<file path="src/rtl/serterm_pkg.sv">
// rtl/serterm_pkg.sv - shared serial-terminal constants and receive FSM states
package serterm_pkg;

  localparam int CLK_HZ       = 12_000_000;
  localparam int BAUD         = 115_200;
  localparam int CLKS_PER_BIT = CLK_HZ / BAUD;

  typedef enum logic [2:0] {
    ST_IDLE    = 3'd0,
    ST_START   = 3'd1,
    ST_DATA    = 3'd2,
    ST_STOP    = 3'd3,
    ST_RECOVER = 3'd4
  } rx_state_e;

endpackage

</file>
<file path="src/rtl/uart_rx_fifo_if.sv">
// rtl/uart_rx_fifo_if.sv - valid/ready character channel from receiver to text controller
interface uart_rx_fifo_if;

  logic [7:0] o_char;
  logic       o_valid;
  logic       i_ready;

  modport master (output o_char, output o_valid, input i_ready);
  modport slave  (input o_char, input o_valid, output i_ready);

endinterface

</file>
<file path="src/rtl/sync_fifo.sv">
// rtl/sync_fifo.sv - single-clock FIFO, power-of-2 depth, head word shown combinationally
module sync_fifo #(
  parameter int DEPTH = 16,
  parameter int WIDTH = 8
) (
  input  logic                   i_clk,
  input  logic                   i_rst_n,
  input  logic                   i_push,
  input  logic [WIDTH-1:0]       i_wdata,
  input  logic                   i_pop,
  output logic [WIDTH-1:0]       o_rdata,
  output logic [$clog2(DEPTH):0] o_count,
  output logic                   o_full,
  output logic                   o_empty
);

  localparam int AW = $clog2(DEPTH);

  logic [WIDTH-1:0] mem [DEPTH];
  logic [AW-1:0]    wr_ptr;
  logic [AW-1:0]    rd_ptr;
  logic [AW:0]      count;
  logic             push_en;
  logic             pop_en;

  // count never exceeds DEPTH, so its MSB alone marks full
  assign o_full  = count[AW];
  assign o_empty = (count == '0);
  assign pop_en  = i_pop & ~o_empty;
  assign push_en = i_push & (~o_full | pop_en);
  assign o_rdata = mem[rd_ptr];
  assign o_count = count;

  always_ff @(posedge i_clk) begin
    if (!i_rst_n) begin
      wr_ptr <= '0;
      rd_ptr <= '0;
      count  <= '0;
    end else begin
      if (push_en) wr_ptr <= wr_ptr + 1'b1;
      if (pop_en)  rd_ptr <= rd_ptr + 1'b1;
      case ({push_en, pop_en})
        2'b10:   count <= count + 1'b1;
        2'b01:   count <= count - 1'b1;
        default: count <= count;
      endcase
    end
  end

  always_ff @(posedge i_clk) begin
    if (push_en) mem[wr_ptr] <= i_wdata;
  end

endmodule

</file>
<file path="src/rtl/uart_rx_fifo.sv">
// rtl/uart_rx_fifo.sv - 8N1 UART receiver feeding a character FIFO with RTS flow control
module uart_rx_fifo #(
  parameter int CLKS_PER_BIT = serterm_pkg::CLKS_PER_BIT,
  parameter int FIFO_DEPTH   = 16,
  parameter int RTS_HIGH     = 12,
  parameter int RTS_LOW      = 4
) (
  input  logic           i_clk,
  input  logic           i_rst_n,
  input  logic           i_rx,
  uart_rx_fifo_if.master char_if,
  output logic           o_rts_n,
  output logic           o_frame_err,
  output logic           o_overrun
);

  import serterm_pkg::*;

  localparam int CW   = $clog2(CLKS_PER_BIT);
  localparam int CNTW = $clog2(FIFO_DEPTH) + 1;
  localparam logic [CW-1:0]   BIT_TC  = CW'(CLKS_PER_BIT - 1);
  localparam logic [CW-1:0]   HALF_TC = CW'(CLKS_PER_BIT / 2 - 1);
  localparam logic [CNTW-1:0] RTS_HI  = CNTW'(RTS_HIGH);
  localparam logic [CNTW-1:0] RTS_LO  = CNTW'(RTS_LOW);

  rx_state_e       state;
  logic            rx_m;
  logic            rx_s;
  logic [CW-1:0]   clk_cnt;
  logic            tick;
  logic [2:0]      bit_idx;
  logic [7:0]      shreg;
  logic            push_r;
  logic            frame_err_r;
  logic [7:0]      head;
  logic [CNTW-1:0] count;
  logic            full;
  logic            empty;

  always_ff @(posedge i_clk) begin
    if (!i_rst_n) begin
      rx_m <= 1'b1;
      rx_s <= 1'b1;
    end else begin
      rx_m <= i_rx;
      rx_s <= rx_m;
    end
  end

  // START only waits half a bit so later samples land mid-bit
  assign tick = (clk_cnt == ((state == ST_START) ? HALF_TC : BIT_TC));

  always_ff @(posedge i_clk) begin
    if (!i_rst_n) begin
      state       <= ST_IDLE;
      clk_cnt     <= '0;
      bit_idx     <= '0;
      shreg       <= '0;
      push_r      <= 1'b0;
      frame_err_r <= 1'b0;
    end else begin
      push_r      <= 1'b0;
      frame_err_r <= 1'b0;
      clk_cnt     <= (tick || state == ST_IDLE || state == ST_RECOVER) ? '0 : clk_cnt + 1'b1;
      case (state)
        ST_IDLE: if (!rx_s) state <= ST_START;
        ST_START: if (tick) begin
          bit_idx <= '0;
          state   <= rx_s ? ST_IDLE : ST_DATA;
        end
        ST_DATA: if (tick) begin
          shreg   <= {rx_s, shreg[7:1]};
          bit_idx <= bit_idx + 1'b1;
          if (bit_idx == 3'd7) state <= ST_STOP;
        end
        ST_STOP: if (tick) begin
          if (rx_s) begin
            push_r <= 1'b1;
            state  <= ST_IDLE;
          end else begin
            frame_err_r <= 1'b1;
            state       <= ST_RECOVER;
          end
        end
        // a held break must return high before another start edge counts
        ST_RECOVER: if (rx_s) state <= ST_IDLE;
        default: state <= ST_IDLE;
      endcase
    end
  end

  sync_fifo #(
    .DEPTH (FIFO_DEPTH),
    .WIDTH (8)
  ) u_fifo (
    .i_clk   (i_clk),
    .i_rst_n (i_rst_n),
    .i_push  (push_r),
    .i_wdata (shreg),
    .i_pop   (char_if.i_ready),
    .o_rdata (head),
    .o_count (count),
    .o_full  (full),
    .o_empty (empty)
  );

  assign char_if.o_char  = head;
  assign char_if.o_valid = ~empty;
  assign o_frame_err     = frame_err_r;
  // when full o_valid is high, so i_ready alone decides whether a slot frees up
  assign o_overrun       = push_r & full & ~char_if.i_ready;

  always_ff @(posedge i_clk) begin
    if (!i_rst_n)             o_rts_n <= 1'b1;
    else if (count >= RTS_HI) o_rts_n <= 1'b1;
    else if (count <= RTS_LO) o_rts_n <= 1'b0;
  end

endmodule

</file>
<file path="src/flat_wrapper.sv">
// flat-port wrapper written by rule: the top's interface ports become plain ports
module uart_rx_fifo_flat import serterm_pkg::*;
#(
  parameter int CLKS_PER_BIT = serterm_pkg::CLKS_PER_BIT,
  parameter int FIFO_DEPTH   = 16,
  parameter int RTS_HIGH     = 12,
  parameter int RTS_LOW      = 4
)
  (i_clk, i_rst_n, i_rx, o_rts_n, o_frame_err, o_overrun, char_if_o_char, char_if_o_valid, char_if_i_ready);
  uart_rx_fifo_if char_if_i ();
  input  logic i_clk;
  input  logic i_rst_n;
  input  logic i_rx;
  output logic o_rts_n;
  output logic o_frame_err;
  output logic o_overrun;
  output wire logic [$bits(char_if_i.o_char)-1:0] char_if_o_char;
  output wire logic [$bits(char_if_i.o_valid)-1:0] char_if_o_valid;
  input wire logic [$bits(char_if_i.i_ready)-1:0] char_if_i_ready;
  assign char_if_o_char = char_if_i.o_char;
  assign char_if_o_valid = char_if_i.o_valid;
  assign char_if_i.i_ready = char_if_i_ready;
  uart_rx_fifo #(.CLKS_PER_BIT(CLKS_PER_BIT), .FIFO_DEPTH(FIFO_DEPTH), .RTS_HIGH(RTS_HIGH), .RTS_LOW(RTS_LOW)) u_core (.i_clk(i_clk), .i_rst_n(i_rst_n), .i_rx(i_rx), .char_if(char_if_i), .o_rts_n(o_rts_n), .o_frame_err(o_frame_err), .o_overrun(o_overrun));
endmodule
</file>
<file path="config.mk">
export PLATFORM = sky130hd
export DESIGN_NAME = uart_rx_fifo_flat
export DESIGN_NICKNAME = d
export VERILOG_FILES = /design/src/rtl/serterm_pkg.sv /design/src/rtl/uart_rx_fifo_if.sv /design/src/rtl/sync_fifo.sv /design/src/rtl/uart_rx_fifo.sv /design/src/flat_wrapper.sv
export SDC_FILE = /design/constraint.sdc
export NUM_CORES = 1
export LEC_CHECK = 0
export ABC_CLOCK_PERIOD_IN_PS = 4900
export BUFFER_PORTS_ARGS = -buffer_cell sky130_fd_sc_hd__buf_2
export CAP_MARGIN = 20
export CORE_MARGIN = 2
export CORE_UTILIZATION = 40
export DETAILED_ROUTE_END_ITERATION = 10
export PLACE_DENSITY_LB_ADDON = 0.15
export SYNTH_ARGS = -nofsm -noshare
export SYNTH_HDL_FRONTEND = slang
export SYNTH_SLANG_ARGS = --single-unit
</file>
<file path="constraint.sdc">
create_clock -name i_clk -period 4.9 [get_ports i_clk]
set_input_delay 0.245 -clock i_clk [delete_from_list [all_inputs] [get_ports i_clk]]
set_output_delay 0.245 -clock i_clk [all_outputs]
set_load 0.1 [all_outputs]
</file>
==> qor.yml <==
setup_path:
  cpLargestDelayFamily: "flip-flops"
  cp_cell_sequence: "buf_4 -> mux4_2 -> a22oi_1 -> nand2_1 -> buf_2"
  crit_buf_inv: 2
  arrival_ns: 2.86
  crit_fanout: 25
  required_ns: 4.66
  slowest_stage: "dfxtp_2"
  critical_path_class: "flop to primary output"
  start_kind: "flop"
  worst_path_largest_cell_delay_ns: 0.95
  endpoint_kind: "primary output"
finish:
  postLayoutCoreUtil: 0.463
  drive_gt1_frac: 0.206
  final_nets: 472
  final_common_cell: "edfxtp_1"
  syn2layout_area_growth_pct: 13.0
  final_cell_mix: "edfxtp_1 (128), dfxtp_1 (42), nor2_1 (40), mux4_2 (32), nand2_1 (31)"
  antenna_cells: 0
  fill_cells: 1415
timing:
  slew_violations: 0
  finClkSkew_ns: 0.00882
  fin_ws_ns: 1.79
  relSlewSlack: 0.317
  tightest_slew_ns: 1.02
  min_period_over_period: 0.634
  setup_violations: 0
  fmax_mhz: 322
  min_period_ns: 3.11
  hold_viol: 0
  rsz0062_at_grt: "false"
  whs_ns: 0.229
  final.setup.tns_ns: 0
floorplanning:
  die_x_um: 135
  start_util: 0.409
  fp.dieH_um: 135
  die_area_um2: 18100
  core_region_area_um2: 16600
  io-pin-count: 16
  num_rows: 47
synth:
  yosys.area.top_type_share: 0.564
  synthesis.area_um2: 6810
  synth_edf_count: 128
  synth_nets: 454
  synthCells: 439
  ys.flop_type: "edfxtp_1"
  yosys_warnings: 0
  ys_seq_elements: 171
  yosysTopAreaCell: "edfxtp_1"
  seq_area_frac_synth: 0.690
  synth_cell_types: 45
  synthArstFlopShare: 0
  syn_avg_cell_area_um2: 15.5
  synthTopCellsByArea: "edfxtp_1 (56%), dfxtp_1 (13%), mux4_2 (11%)"
place:
  place_ws_ns: 2.15
  numPortBuffers: 15
  hpwl_um: 8210
  gp_congestion: 0.774
routing:
  ant_nets: 0
  viasPerCell: 5.20
  wl_per_cell_um: 19.1
  wirelength_um: 13200
  vias: 3589
  drtPass1Iterations: 4
  drcViolationCount: 0
  drt_iter0_markers: 356
clocking:
  clock_latency_ns: 0.42
  root_buffer: "clkbuf_16"
  clk_path_buf_depth: 2
  post_cts_buffers: 0
  cts_buffers: 17
  clkSinkCount: 171
  cts_tree: "done"
  ctsHtreeMaxLevel: 4
  clk_pin_slew_ns: 0.06
power:
  leakagePower_uw: 0.00271
  finalPower_uw: 2860
  vdd_drop_max_mv: 0.240
  p_per_area_nw_per_um2: 371
grt:
  grtUsageTotal: 0.157
  grt_max_degree: 33
  grt-ovfl-total: 0
  first_global_vias: 3613
  grt_pass1_wl_um: 20700
  antenna_found_initial: 0
run:
  drv_cap: 0
hold_path:
  hp-class: "primary input to flop"
status:
  status: "completed"
## cells in the mapped netlist (all sizes together) (2+ instances only)
| master | number |
|---|---|
| a21oi | 6 |
| a22oi | 16 |
| and2 | 2 |
| and3b | 2 |
| and4 | 2 |
| buf | 13 |
| clkbuf | 10 |
| dfxtp | 43 |
| edfxtp | 128 |
| ha | 11 |
| inv | 7 |
| mux2i | 4 |
| mux4 | 32 |
| nand2 | 31 |
| nand2b | 8 |
| nand3 | 19 |
| nand4 | 2 |
| nor2 | 47 |
| nor2b | 2 |
| nor3 | 8 |
| nor3b | 3 |
| o21ai | 12 |
| o22ai | 2 |
| xnor2 | 6 |
| xor2 | 8 |
## sequential cells by signal, summed over array words and instances (netlist names), 3 cells and up, named ones only
| signal | flops |
|---|---|
| u_core.bit_idx | 3 |
| u_core.u_fifo.rd_ptr | 4 |
| u_core.u_fifo.o_count | 5 |
| u_core.u_fifo.mem | 128 |
| u_core.state | 3 |
| u_core.clk_cnt | 7 |
| u_core.shreg | 8 |
| u_core.u_fifo.wr_ptr | 4 |
## cells by family after synthesis
family,after synthesis,share of synthesized area
xor+xnor,14,0.0180
fa+ha+maj,11,0.0202
compound gates,43,0.0437
simple gates,133,0.0957
mux,36,0.112
flops,171,0.690
buf+inv,31,0.0198
## path summary, 6_finish.rpt
kind                                         start                               endpoint  slack (ns)  cells after the start
max                                           flop                      char_if_o_char[6]        1.79                      5
min reg2reg                 u_core.rx_m$_SDFF_PN1_                 u_core.rx_s$_SDFF_PN1_        0.42                      1
max reg2reg  u_core.u_fifo.o_count[1]$_SDFFE_PN0P_  u_core.u_fifo.o_count[3]$_SDFFE_PN0P_        2.38                      7
min                                        i_rst_n                 u_core.rx_m$_SDFF_PN1_        0.23                      2
## power by group
group | leakage [µW] | internal [µW] | switching (µW)
combinational | 0.000760 | 4.73 | 12.9
clock | 0.000290 | 783 | 519
sequential | 0.00166 | 1540 | 1.49
## stage by stage
| step | instances | instance area [µm²] |
|---|---|---|
| floorplan | 439 | 6810 |
| global placement | 656 | 7100 |
| detailed placement | 656 | 7100 |
| CTS | 689 | 7690 |
| global route | 690 | 7700 |
| finish | 690 | 7700 |
## routing by layer
layer | GRT usage | vias up | wire length, µm | part of all wire
li1 | - | 1706 | - | -
met1 | 0.205 | 1810 | 6190 | 0.47
met2 | 0.256 | 54 | 6310 | 0.48
met3 | 0.0364 | 19 | 432 | 0.033
met4 | 0.0602 | 0 | 257 | 0.019
met5 | 0 | - | 0 | 0
## final cells by class
type	instances	area [µm²]	share of cell area
clock buffers	27	522	0.0678
clock inverters	5	55.1	0.00715
inverters	8	30.0	0.00390
multi-input cells	237	1980	0.257
flip-flops and latches	171	4710	0.611
well taps	220	275	0.0358
repair buffers	22	130	0.0169
## what timing repair did
action / CTS / global route
endpoints found under the hold margin: 1 / 0
resized for setup: 0 / 0
hold buffers: 1 / 0
Power figures use the tool's default switching activity.
